## src/rtl/uart_cmd_comm.sv

```systemverilog
`default_nettype none
// +----------------------------------------------------------------------------+
// | Module  : uart_cmd_comm                                                    |
// | Purpose : Host-side comm stage. UART receiver + 3-byte command assembler   |
// |           (cmd/cmd_rdy) and UART transmitter for single response bytes.    |
// | Ports   : clk, rst_n     - clock, asynchronous active-low reset            |
// |           RX / TX        - serial in / out, idle high                      |
// |           cmd[23:0]      - assembled command {byte0,byte1,byte2}           |
// |           cmd_rdy        - command valid level                             |
// |           clr_cmd_rdy    - consumer acknowledge, clears cmd_rdy            |
// |           resp_data[7:0] - response byte to transmit                       |
// |           send_resp      - 1-cycle transmit request                        |
// |           resp_sent      - 1-cycle pulse after the response stop bit       |
// | Revision: 1.0 - initial release                                            |
// +----------------------------------------------------------------------------+
module uart_cmd_comm #(
  parameter int BAUD_DIV     = 2604,
  parameter int TIMEOUT_BITS = 32
) (
  input  logic        clk,
  input  logic        rst_n,
  input  logic        RX,
  output logic        TX,
  output logic [23:0] cmd,
  output logic        cmd_rdy,
  input  logic        clr_cmd_rdy,
  input  logic [7:0]  resp_data,
  input  logic        send_resp,
  output logic        resp_sent
);

  localparam int CW       = $clog2(BAUD_DIV) + 1;
  localparam int TO_LIMIT = TIMEOUT_BITS * BAUD_DIV;
  localparam int TW       = $clog2(TO_LIMIT) + 1;

  localparam logic [CW-1:0] c_BAUD_LAST = CW'(BAUD_DIV - 1);
  localparam logic [CW-1:0] c_HALF_LAST = CW'(BAUD_DIV / 2 - 1);
  localparam logic [TW-1:0] c_TO_LAST   = TW'(TO_LIMIT - 1);

  localparam logic [1:0] c_IDLE  = 2'd0;
  localparam logic [1:0] c_START = 2'd1;
  localparam logic [1:0] c_DATA  = 2'd2;
  localparam logic [1:0] c_STOP  = 2'd3;

  // ---------------- receiver ----------------
  logic          rx_meta_q, rx_sync_q, rx_prev_q;
  logic [1:0]    rx_state_q, rx_state_d;
  logic [CW-1:0] rx_cnt_q, rx_cnt_d;
  logic [2:0]    rx_bit_q, rx_bit_d;
  logic [7:0]    rx_shift_q, rx_shift_d;
  logic          rx_byte_valid, rx_frame_err;

  always_comb begin
    rx_state_d    = rx_state_q;
    rx_cnt_d      = rx_cnt_q;
    rx_bit_d      = rx_bit_q;
    rx_shift_d    = rx_shift_q;
    rx_byte_valid = 1'b0;
    rx_frame_err  = 1'b0;
    case (rx_state_q)
      c_IDLE: begin
        if (rx_prev_q && !rx_sync_q) begin
          rx_state_d = c_START;
          rx_cnt_d   = '0;
        end
      end
      c_START: begin
        // Re-check the line at mid start bit; a high level means a glitch.
        if (rx_cnt_q == c_HALF_LAST) begin
          rx_cnt_d   = '0;
          rx_bit_d   = '0;
          rx_state_d = rx_sync_q ? c_IDLE : c_DATA;
        end else begin
          rx_cnt_d = rx_cnt_q + 1'b1;
        end
      end
      c_DATA: begin
        if (rx_cnt_q == c_BAUD_LAST) begin
          rx_cnt_d   = '0;
          rx_shift_d = {rx_sync_q, rx_shift_q[7:1]};
          rx_bit_d   = rx_bit_q + 1'b1;
          if (rx_bit_q == 3'd7) rx_state_d = c_STOP;
        end else begin
          rx_cnt_d = rx_cnt_q + 1'b1;
        end
      end
      default: begin
        if (rx_cnt_q == c_BAUD_LAST) begin
          rx_cnt_d      = '0;
          rx_state_d    = c_IDLE;
          rx_byte_valid = rx_sync_q;
          rx_frame_err  = !rx_sync_q;
        end else begin
          rx_cnt_d = rx_cnt_q + 1'b1;
        end
      end
    endcase
  end

  // ---------------- command assembler ----------------
  logic [23:0]   cmd_q, cmd_d;
  logic          cmd_rdy_q, cmd_rdy_d;
  logic [1:0]    bcnt_q, bcnt_d;
  logic [TW-1:0] to_q, to_d;

  always_comb begin
    cmd_d     = cmd_q;
    cmd_rdy_d = cmd_rdy_q;
    bcnt_d    = bcnt_q;
    to_d      = to_q;
    if (clr_cmd_rdy) cmd_rdy_d = 1'b0;
    if (rx_frame_err) begin
      bcnt_d = 2'd0;
    end else if (rx_byte_valid) begin
      case (bcnt_q)
        2'd1: begin
          cmd_d[15:8] = rx_shift_q;
          bcnt_d      = 2'd2;
        end
        2'd2: begin
          // Completion overrides a simultaneous clear.
          cmd_d[7:0] = rx_shift_q;
          cmd_rdy_d  = 1'b1;
          bcnt_d     = 2'd0;
        end
        default: begin
          cmd_d[23:16] = rx_shift_q;
          cmd_rdy_d    = 1'b0;
          bcnt_d       = 2'd1;
        end
      endcase
    end
    // Inter-byte timeout: only counts while a command is partially received.
    if (rx_state_q != c_IDLE || bcnt_q == 2'd0) begin
      to_d = '0;
    end else if (to_q == c_TO_LAST) begin
      to_d   = '0;
      bcnt_d = 2'd0;
    end else begin
      to_d = to_q + 1'b1;
    end
  end

  // ---------------- transmitter ----------------
  logic [1:0]    tx_state_q, tx_state_d;
  logic [CW-1:0] tx_cnt_q, tx_cnt_d;
  logic [2:0]    tx_bit_q, tx_bit_d;
  logic [7:0]    tx_shift_q, tx_shift_d;
  logic          tx_q, tx_d;
  logic          resp_sent_q, resp_sent_d;

  always_comb begin
    tx_state_d  = tx_state_q;
    tx_cnt_d    = tx_cnt_q;
    tx_bit_d    = tx_bit_q;
    tx_shift_d  = tx_shift_q;
    tx_d        = tx_q;
    resp_sent_d = 1'b0;
    case (tx_state_q)
      c_IDLE: begin
        tx_d = 1'b1;
        if (send_resp) begin
          tx_state_d = c_START;
          tx_cnt_d   = '0;
          tx_shift_d = resp_data;
          tx_d       = 1'b0;
        end
      end
      c_START: begin
        if (tx_cnt_q == c_BAUD_LAST) begin
          tx_cnt_d   = '0;
          tx_bit_d   = '0;
          tx_state_d = c_DATA;
          tx_d       = tx_shift_q[0];
        end else begin
          tx_cnt_d = tx_cnt_q + 1'b1;
        end
      end
      c_DATA: begin
        if (tx_cnt_q == c_BAUD_LAST) begin
          tx_cnt_d = '0;
          if (tx_bit_q == 3'd7) begin
            tx_state_d = c_STOP;
            tx_d       = 1'b1;
          end else begin
            tx_bit_d   = tx_bit_q + 1'b1;
            tx_shift_d = {1'b1, tx_shift_q[7:1]};
            tx_d       = tx_shift_q[1];
          end
        end else begin
          tx_cnt_d = tx_cnt_q + 1'b1;
        end
      end
      default: begin
        if (tx_cnt_q == c_BAUD_LAST) begin
          tx_cnt_d    = '0;
          tx_state_d  = c_IDLE;
          resp_sent_d = 1'b1;
        end else begin
          tx_cnt_d = tx_cnt_q + 1'b1;
        end
      end
    endcase
  end

  always_ff @(posedge clk or negedge rst_n) begin
    if (!rst_n) begin
      rx_meta_q   <= 1'b1;
      rx_sync_q   <= 1'b1;
      rx_prev_q   <= 1'b1;
      rx_state_q  <= c_IDLE;
      rx_cnt_q    <= '0;
      rx_bit_q    <= '0;
      rx_shift_q  <= '0;
      cmd_q       <= '0;
      cmd_rdy_q   <= 1'b0;
      bcnt_q      <= 2'd0;
      to_q        <= '0;
      tx_state_q  <= c_IDLE;
      tx_cnt_q    <= '0;
      tx_bit_q    <= '0;
      tx_shift_q  <= '0;
      tx_q        <= 1'b1;
      resp_sent_q <= 1'b0;
    end else begin
      rx_meta_q   <= RX;
      rx_sync_q   <= rx_meta_q;
      rx_prev_q   <= rx_sync_q;
      rx_state_q  <= rx_state_d;
      rx_cnt_q    <= rx_cnt_d;
      rx_bit_q    <= rx_bit_d;
      rx_shift_q  <= rx_shift_d;
      cmd_q       <= cmd_d;
      cmd_rdy_q   <= cmd_rdy_d;
      bcnt_q      <= bcnt_d;
      to_q        <= to_d;
      tx_state_q  <= tx_state_d;
      tx_cnt_q    <= tx_cnt_d;
      tx_bit_q    <= tx_bit_d;
      tx_shift_q  <= tx_shift_d;
      tx_q        <= tx_d;
      resp_sent_q <= resp_sent_d;
    end
  end

  assign TX        = tx_q;
  assign cmd       = cmd_q;
  assign cmd_rdy   = cmd_rdy_q;
  assign resp_sent = resp_sent_q;

endmodule
`default_nettype wire

```

## config.mk

```make
export PLATFORM = sky130hd
export DESIGN_NAME = uart_cmd_comm
export DESIGN_NICKNAME = d
export VERILOG_FILES = /design/src/rtl/uart_cmd_comm.sv
export SDC_FILE = /design/constraint.sdc
export NUM_CORES = 1
export LEC_CHECK = 0
export ABC_CLOCK_PERIOD_IN_PS = 2500
export BUFFER_PORTS_ARGS = -buffer_cell sky130_fd_sc_hd__buf_4
export CAP_MARGIN = 20
export CORE_MARGIN = 4
export CORE_UTILIZATION = 50
export CTS_CLUSTER_DIAMETER = 30
export DETAILED_ROUTE_END_ITERATION = 10
export GPL_ROUTABILITY_DRIVEN = 0
export GPL_TIMING_DRIVEN = 0
export PLACE_DENSITY = 0.76
export SYNTH_ARGS = -nofsm -noshare
export SYNTH_HDL_FRONTEND = slang
export SYNTH_SLANG_ARGS = --single-unit
export TNS_END_PERCENT = 50
```

## constraint.sdc

```tcl
create_clock -name clk -period 2.5 [get_ports clk]
set_input_delay 0.375 -clock clk [delete_from_list [all_inputs] [get_ports clk]]
set_output_delay 0.375 -clock clk [all_outputs]
set_load 0.02 [all_outputs]
```

==> results of run 1 <==
[power by group through the flow]
stage	clock, uW	sequential [uW]	combinational [uW]
2_1_floorplan	0	2080	551
3_3_place_gp	0	2120	706
3_5_place_dp	0	2140	751
4_1_cts	1140	2110	761
5_1_grt	1210	2150	888
6_report	1110	2120	795
[Yosys cell counts, drive strengths merged, types with 2 or more instances]
master    n  area share
mux2     34       0.083
and2      2      0.0026
or4bb     3      0.0069
nand3    20       0.020
ha       15       0.038
o21ai    35       0.036
a22oi     3      0.0046
xor2      8       0.014
nand2b    6      0.0077
nor4b     2      0.0036
a22o      3      0.0054
or3       6      0.0097
clkbuf    9      0.0069
or4b      3      0.0061
and4      2      0.0036
nor2     54       0.042
a31oi    10       0.013
nor4      2      0.0026
nor3     10       0.013
nand4     8       0.010
xnor2    14       0.025
nand2    48       0.037
and3      5      0.0064
dfstp     4       0.021
o31ai     3      0.0046
a2bb2oi   2      0.0036
o22ai     3      0.0038
or4       2      0.0038
buf       2      0.0046
a21oi    16       0.016
mux2i     8       0.016
dfrtp    98        0.50
inv      18       0.014
[final cells by class]
class | instances | area, sq um
Fill cell | 784 | 3680
Sequential cell | 102 | 2560
Multi-Input combinational cell | 335 | 2260
Timing Repair Buffer | 44 | 365
Tap cell | 129 | 161
Clock buffer | 9 | 124
Clock inverter | 7 | 86.3
Inverter | 18 | 67.6
Buffer | 11 | 62.6
[state kept, by name, summed over array words and instances (netlist names), 2 cells and up]
name	cells
to_q	18
rx_bit_q	3
tx_cnt_q	13
rx_cnt_q	13
tx_shift_q	8
rx_shift_q	8
tx_state_q	2
cmd	24
rx_state_q	2
tx_bit_q	3
bcnt_q	2
[metrics by stage]
step,setup slack (ns),std cells,hold slack (ns),cell area (sq um)
floorplan,0.187,466,0.0794,4890
global placement,-0.0246,634,0.364,5350
detailed placement,-0.0597,635,0.352,5380
CTS,-0.0139,654,0.0806,5640
global route,-0.0339,655,0.0689,5690
finish,0.0683,655,0.0987,5690
[layout by cell type (no fill, tap or decap), types with 3 or more instances in the layout]
master and n:
buf_4 42, a21oi_1 16, dfrtp_1 97, o21ai_0 35
clkbuf_1 6, clkbuf_8 9, and3_1 5, dfstp_2 4
mux2_4 6, mux2_2 27, or3_1 4, inv_1 18
ha_1 13, inv_8 3, nand3_1 20, nand2b_1 6
nor3_1 8, a22oi_1 3, o22ai_1 3, mux2i_1 8
nand4_1 8, a31oi_1 10, or4b_2 3, nand2_1 46
nor2_1 53, xor2_1 8, xnor2_1 14
[worst paths after layout]
| kind | depth (start not counted) | startpoint | to | slack [ns] |
|---|---|---|---|---|
| max | 7 | rx_cnt_q[0]$_DFFE_PN0P_ | rx_shift_q[6]$_DFFE_PN0P_ | 0.07 |
| min | 1 | RX | rx_meta_q$_DFF_PN1_ | 0.1 |
| max reg2reg | 7 | rx_cnt_q[0]$_DFFE_PN0P_ | rx_shift_q[6]$_DFFE_PN0P_ | 0.07 |
| min in group asynchronous | 2 | rst_n | rx_cnt_q[10]$_DFFE_PN0P_ | 0.48 |
| max in group asynchronous | 3 | rst_n | TX$_DFFE_PN1P_ | 1.31 |
| min reg2reg | 0 | rx_meta_q$_DFF_PN1_ | rx_sync_q$_DFF_PN1_ | 0.37 |
[what timing repair did]
item | 4_1_cts | 5_1_grt
resized for setup | 4 | 16
pin swaps | 1 | 2
endpoints found under the setup margin | 25 | 68
hold buffers | 1 | 0
setup buffers | 2 | 1
hold endpoints to repair | 30 | 0
cloned | 0 | 0
[metal layers]
layer | wire length, um | vias up | global-route usage
li1 | - | 1758 | -
met1 | 4500 | 1786 | 0.246
met3 | 430 | 6 | 0.0524
met4 | 55 | 0 | 0.0466
met2 | 4610 | 78 | 0.283
met5 | 0 | - | 0
[logic make-up (layout without fill, tap and decap cells)]
logic type               count (synthesis)  after routing  share of synthesized area
multiplexers                            42             42                     0.0992
buffers and inverters                   29             89                     0.0253
adder cells (fa/ha/maj)                 15             15                     0.0383
AO/OA/AOI/OAI                           79             79                     0.0938
flip-flops                             102            102                      0.522
AND/OR/NAND/NOR                        177            177                      0.181
XOR/XNOR                                22             22                     0.0394
==> impl_metrics.tcl, run 1 <==
set metrics [dict create \
    htreeDepth 3 \
    worstPathCellList "ha_2, nand2_1, or4_4, buf_6, or3_4, buf_6, mux2_4" \
    path_delay_family "simple AND/OR/NAND/NOR gates" \
    diodes 0 \
    final_core_util 0.607 \
    die_h_um 107 \
    ant_nets 0 \
    worstHoldPathType "input pin to register" \
    p_switching_uw 1310 \
    grt.overflow.total 0 \
    dieWidth_um 107 \
    cts_buffer_depth 2 \
    grt_pass1_wl_um 16700 \
    intPower_uw 2720 \
    worst_path_most_repeated_cell "buf_6" \
    pwr-share-seq 0.526 \
    ys.flop_type "dfrtp_1" \
    fin_nets 549 \
    grt_max_degree 71 \
    synth_warnings 0 \
    pwr-share-comb 0.198 \
    fin_setup_tns_ns 0 \
    initialDrtViolationCount 138 \
    synth_area_sq_mm 0.00489 \
    cpMaxStageDelayCell "or4_4" \
    cap_violations 0 \
    slowest_delay_ns 0.57 \
    portBuffers 39 \
    period_minus_slack_ns 2.43 \
    dr_total_vias 3628 \
    dp_hpwl_um 6780 \
    period_share 0.973 \
    drc_errors 0 \
    cts_tree "done" \
    critPathLaunchType "register" \
    via_per_inst 5.54 \
    avgSynthCellArea_sq_um 10.5 \
    drive_gt1_frac 0.234 \
    ys_ff_latch 102 \
    cts_root_buffer "clkbuf_8" \
    required_ns 2.76 \
    first_pass_iters 4 \
    start_util 0.522 \
    syn-num-nets 494 \
    cp_max_fo 10 \
    synth_edf_count 0 \
    clock-sinks 102 \
    slew_viol_final 0 \
    wirelength_um 9600 \
    cts_inserted_buffers 9 \
    rows 35 \
    die_area_sq_mm 0.0114 \
    powerDensity_mw_per_mm2 707 \
    switching_share 0.324 \
    finClkSkew_ns 0.0187 \
    io_pins 40 \
    yosysUniqueCellTypes 48 \
    setup_viol_count_final 0 \
    synthCells 466 \
    relSlewSlack 0.504 \
    ir_drop_mv 0.518 \
    grt_setup_unrepaired "yes" \
    routedWlPerCell_um 14.7 \
    async_flop_share 1.00 \
    run_status "complete, no violations" \
    path_buf_inv 2 \
    grt_use_total 0.180 \
    p_clk_frac 0.276 \
    finalPower_uw 4020 \
    antenna_found_initial 0 \
    area_growth_pct 16.2 \
    timing.fmax_mhz 411 \
    synth_seq_area_share 0.522 \
    tightest_slew_ns 0.737 \
    leakage_uw 0.00258 \
    hold_viol 0 \
    core-area_sq_mm 0.00937 \
    worstSetupPathType "register to register" \
    cp-end-kind "register" \
    arrival_ns 2.69 \
    grt_pass1_vias 3520 \
    clk_latency_ns 0.38 \
    clk_pin_slew_ns 0.10 \
]
No activity file was read; power rests on OpenSTA's default activity.
==> run 2: changes to the inputs <==
--- a/config.mk
+++ b/config.mk
@@ -15,6 +15,7 @@
 export GPL_ROUTABILITY_DRIVEN = 0
 export GPL_TIMING_DRIVEN = 0
 export PLACE_DENSITY = 0.76
+export REMOVE_ABC_BUFFERS = 1
 export SYNTH_ARGS = -nofsm -noshare
 export SYNTH_HDL_FRONTEND = slang
 export SYNTH_SLANG_ARGS = --single-unit
==> impl_metrics.tcl, run 2 (same netlist as run 1, synthesis figures left out) <==
set metrics [dict create \
    run_status "complete, no violations" \
    fin_nets 536 \
    clk_pin_slew_ns 0.10 \
    r2r_start "rx_cnt_q[0]$_DFFE_PN0P_" \
    powerDensity_mw_per_mm2 683 \
    slew_viol_final 0 \
    cp_max_fo 9 \
    critPathLaunch "rx_cnt_q[0]$_DFFE_PN0P_" \
    cp-end-kind "register" \
    rows 35 \
    post-place-ws_ns -0.121 \
    area_growth_pct 13.5 \
    grt_setup_unrepaired "yes" \
    grt_pass1_wl_um 16800 \
    clk_latency_ns 0.36 \
    largest_reg_flops 24 \
    hold_viol 0 \
    drc_errors 0 \
    dr_total_vias 3570 \
    timing.fmax_mhz 417 \
    arrival_ns 2.65 \
    cts_tree "done" \
    clock-sinks 102 \
    grt.overflow.total 0 \
    grt_use_met1 0.234 \
    relSlewSlack 0.545 \
    grt_use_total 0.180 \
    diodes 0 \
    final_cell_mix "dfrtp_1, nor2_1, nand2_1" \
    required_ns 2.75 \
    busiest_layer "met2" \
    period_share 0.960 \
    wirelength_um 9560 \
    die_area_sq_mm 0.0114 \
    core-area_sq_mm 0.00937 \
    via_per_inst 5.56 \
    cts_root_buffer "clkbuf_8" \
    finClkSkew_ns 0.0111 \
    portBuffers 39 \
    p_clk_frac 0.246 \
    pwr-share-comb 0.197 \
    met3_usage 0.0265 \
    grtUsageMet2 0.303 \
    htreeDepth 3 \
    period_minus_slack_ns 2.40 \
    cts_inserted_buffers 9 \
    setup_viol_count_final 0 \
    finish.instance_area_sq_mm 0.00556 \
    ant_nets 0 \
    fin_setup_tns_ns 0 \
    placed_cell_area_sq_mm 0.00532 \
    drive_gt1_frac 0.220 \
    cts_hold_buf 0 \
    dp_hpwl_um 6670 \
    dieWidth_um 107 \
    final_common_cell "dfrtp_1" \
    leakage_uw 0.00252 \
    first_pass_iters 5 \
    start_util 0.522 \
    initialDrtViolationCount 180 \
    finalPower_uw 3790 \
    worstSetupPathType "register to register" \
    p_switching_uw 1220 \
    antenna_found_initial 0 \
    cap_violations 0 \
    ir_drop_mv 0.391 \
    routedWlPerCell_um 14.9 \
    worstHoldPathType "input pin to async pin" \
    final_core_util 0.593 \
    intPower_uw 2570 \
    setup_ws_ns 0.0991 \
    timing.reg2reg.setup_slack_ns 0.1 \
    io_pins 40 \
    critPathLaunchType "register" \
    switching_share 0.323 \
    pwr-share-seq 0.558 \
    die_h_um 107 \
    fillers 800 \
    grt_pass1_vias 3630 \
    grt_max_degree 62 \
    cts_buffer_depth 2 \
    tightest_slew_ns 0.676 \
]
run 2: worst max-delay path: stages (launching register included):
cell and delay [ns]:
dfrtp_1 0.46, ha_1 0.25, nand2_1 0.12, or4_4 0.62, nor2_2 0.23, nand2_2 0.22, mux2_1 0.37
run 2: metrics by stage:
step / hold WS [ns] / instances
finish: 0.00415 / 642
global route: 0.0405 / 642
CTS: 0.0135 / 640
detailed placement: 0.347 / 624
global placement: 0.348 / 623
floorplan: 0.0794 / 455
run 2: per-layer routing:
metal	wire length (um)	share of wire
met3	326	0.034
met2	4730	0.50
met5	0	0
met1	4320	0.45
met4	178	0.019
run 2: area by class of cell:
cell class	instances	area, sq um	share of cell area
inverters	18	67.6	0.0122
multi-input cells	335	2250	0.404
repair buffers	42	348	0.0626
flip-flops and latches	102	2560	0.460
clock buffers	9	124	0.0223
clock inverters	7	51.3	0.00923
well taps	129	161	0.0291
run 2: path summary, 6_finish.rpt:
kind,end,depth (start not counted)
hold reg to reg,rx_sync_q$_DFF_PN1_,0
hold / removal,cmd[7]$_DFFE_PN0P_,1
max in group asynchronous,to_q[10]$_DFF_PN0_,2
setup / recovery,cmd[8]$_DFFE_PN0P_,6
min in group clk,rx_meta_q$_DFF_PN1_,1
setup reg to reg,cmd[8]$_DFFE_PN0P_,6
run 2: power by group through the flow:
stage	Combinational (uW)	Clock [uW]	Sequential [uW]
floorplan	540	0	2090
global placement	690	0	2130
detailed placement	727	0	2140
CTS	735	964	2110
global route	856	1040	2150
finish	746	933	2120
run 2: repair_timing:
item,4_1_cts,5_1_grt
gates resized for setup,3,5
pin swaps,0,1
setup buffers,0,2
endpoints found under the hold margin,0,0
endpoints found under the setup margin,10,48
==> run 3: changes to the inputs <==
--- a/config.mk
+++ b/config.mk
@@ -8,13 +8,15 @@
 export ABC_CLOCK_PERIOD_IN_PS = 2500
 export BUFFER_PORTS_ARGS = -buffer_cell sky130_fd_sc_hd__buf_4
 export CAP_MARGIN = 20
+export CELL_PAD_IN_SITES_DETAIL_PLACEMENT = 2
+export CELL_PAD_IN_SITES_GLOBAL_PLACEMENT = 2
 export CORE_MARGIN = 4
-export CORE_UTILIZATION = 50
+export CORE_UTILIZATION = 39
 export CTS_CLUSTER_DIAMETER = 30
 export DETAILED_ROUTE_END_ITERATION = 10
 export GPL_ROUTABILITY_DRIVEN = 0
 export GPL_TIMING_DRIVEN = 0
-export PLACE_DENSITY = 0.76
+export PLACE_DENSITY = 0.87
 export REMOVE_ABC_BUFFERS = 1
 export SYNTH_ARGS = -nofsm -noshare
 export SYNTH_HDL_FRONTEND = slang
==> impl_metrics.tcl, run 3 (same netlist as run 1, synthesis figures left out) <==
set metrics [dict create \
    hold_viol 0 \
    diodes 0 \
    first_pass_iters 4 \
    critPathLaunch "rx_cnt_q[0]$_DFFE_PN0P_" \
    worstHoldPathType "input pin to async pin" \
    finish.instance_area_sq_mm 0.00578 \
    cts_inserted_buffers 9 \
    clock-sinks 102 \
    fin_nets 540 \
    largest_reg_flops 24 \
    slowest_delay_ns 0.67 \
    htreeDepth 3 \
    critPathLaunchType "register" \
    grt_pass1_wl_um 23700 \
    dieWidth_um 120 \
    cts_root_buffer "clkbuf_16" \
    cp-end-kind "register" \
    drc_errors 0 \
    grt_setup_unrepaired "yes" \
    timing.fmax_mhz 412 \
    fillers 1272 \
    portBuffers 39 \
    setup_viol_count_final 0 \
    r2r_start "rx_cnt_q[0]$_DFFE_PN0P_" \
    required_ns 2.74 \
    arrival_ns 2.67 \
    cts_buffer_depth 2 \
    grt.overflow.total 0 \
    fin_hold_ws_ns 0.0918 \
    antenna_found_initial 0 \
    clk_latency_ns 0.36 \
    cts_hold_buf 0 \
    run_status "complete, no violations" \
    ant_nets 0 \
    leakage_uw 0.00262 \
    start_util 0.402 \
    final_common_cell "dfrtp_1" \
    cap_violations 0 \
    slew_viol_final 0 \
    period_minus_slack_ns 2.43 \
    cts_tree "done" \
    period_share 0.972 \
    drive_gt1_frac 0.236 \
    via_per_inst 5.58 \
    grt_use_total 0.210 \
    grt_pass1_vias 4342 \
    placed_cell_area_sq_mm 0.00537 \
    powerDensity_mw_per_mm2 764 \
    die_area_sq_mm 0.0144 \
    worstPathCellList "ha_1, nand2_1, or4_4, or3_4, mux2_4" \
    io_pins 40 \
    final_cell_mix "dfrtp_1, nor2_1, nand2_1" \
    ir_drop_mv 0.538 \
    clk_pin_slew_ns 0.07 \
    relSlewSlack 0.448 \
    wirelength_um 14900 \
    dr_total_vias 3823 \
    cp_max_fo 12 \
    grt_max_degree 57 \
    area_growth_pct 18.0 \
    fin_cells 685 \
    rows 40 \
    worstSetupPathType "register to register" \
    finClkSkew_ns 0.0105 \
    dp_hpwl_um 9580 \
    routedWlPerCell_um 21.7 \
    die_h_um 120 \
    dp_cells 663 \
    tightest_slew_ns 0.820 \
    initialDrtViolationCount 189 \
    cpMaxStageDelayCell "or4_4" \
    core-area_sq_mm 0.0122 \
]
==> run 3: cell types whose count changed in the layout (fill, tap and decap cells not counted), sizes merged <==
cell / delta
inv: +1
clkinv: -3
a22o: +1
buf: +3
clkbuf: +2
==> run 3: repair_timing <==
item	in CTS	in global routing
setup buffers	1	4
gates cloned	1	0
endpoints found under the setup margin	52	56
pin swaps	3	4
gates resized for setup	9	10
==> run 3: final timing paths <==
check	endpoint	slack, ns	cells after the start
worst min register to register	rx_sync_q$_DFF_PN1_	0.36	0
worst min-delay path	rx_cnt_q[8]$_DFFE_PN0P_	0.09	1
max in group asynchronous	TX$_DFFE_PN1P_	1.65	2
worst max-delay path	rx_shift_q[1]$_DFFE_PN0P_	0.07	5
worst max register to register	rx_shift_q[1]$_DFFE_PN0P_	0.07	5
min in group clk	rx_meta_q$_DFF_PN1_	0.13	1
==> run 3: worst max-delay path: cells and delay by family (launching register included) <==
family        cells  cell delay [ns]
mux               1             0.34
simple gates      3             1.28
fa+ha+maj         1             0.24
flops             1             0.44
==> run 3: layout make-up <==
cell class / instances / area (sq um) / area share
Clock buffer: 11 / 243 / 0.0420
Tap cell: 168 / 210 / 0.0364
Sequential cell: 102 / 2560 / 0.443
Multi-Input combinational cell: 336 / 2290 / 0.397
Inverter: 18 / 67.6 / 0.0117
Timing Repair Buffer: 45 / 370 / 0.0641
Clock inverter: 5 / 33.8 / 0.00585
==> run 3: power breakdown <==
group | switching [uW] | internal, uW
Clock | 657 | 704
Combinational | 532 | 372
Sequential | 270 | 1880
==> run 3: layer usage <==
metal / global-route usage / part of all wire
met5: 0 / 0
met4: 0.0608 / 0.020
met3: 0.0410 / 0.033
met2: 0.387 / 0.54
met1: 0.245 / 0.41
==> run 3: stage by stage <==
| stage | power, uW | util | TNS, ns | setup WS, ns |
|---|---|---|---|---|
| after floorplan | 2630 | - | 0 | 0.190 |
| after global placement | 2840 | 0.439 | -0.885 | -0.120 |
| after detailed placement | 2970 | 0.441 | -5.07 | -0.310 |
| after CTS | 4380 | 0.468 | -0.00558 | -0.00526 |
| after global routing | 4680 | 0.475 | -0.00292 | -0.00292 |
| final | 4410 | 0.475 | 0 | 0.0705 |
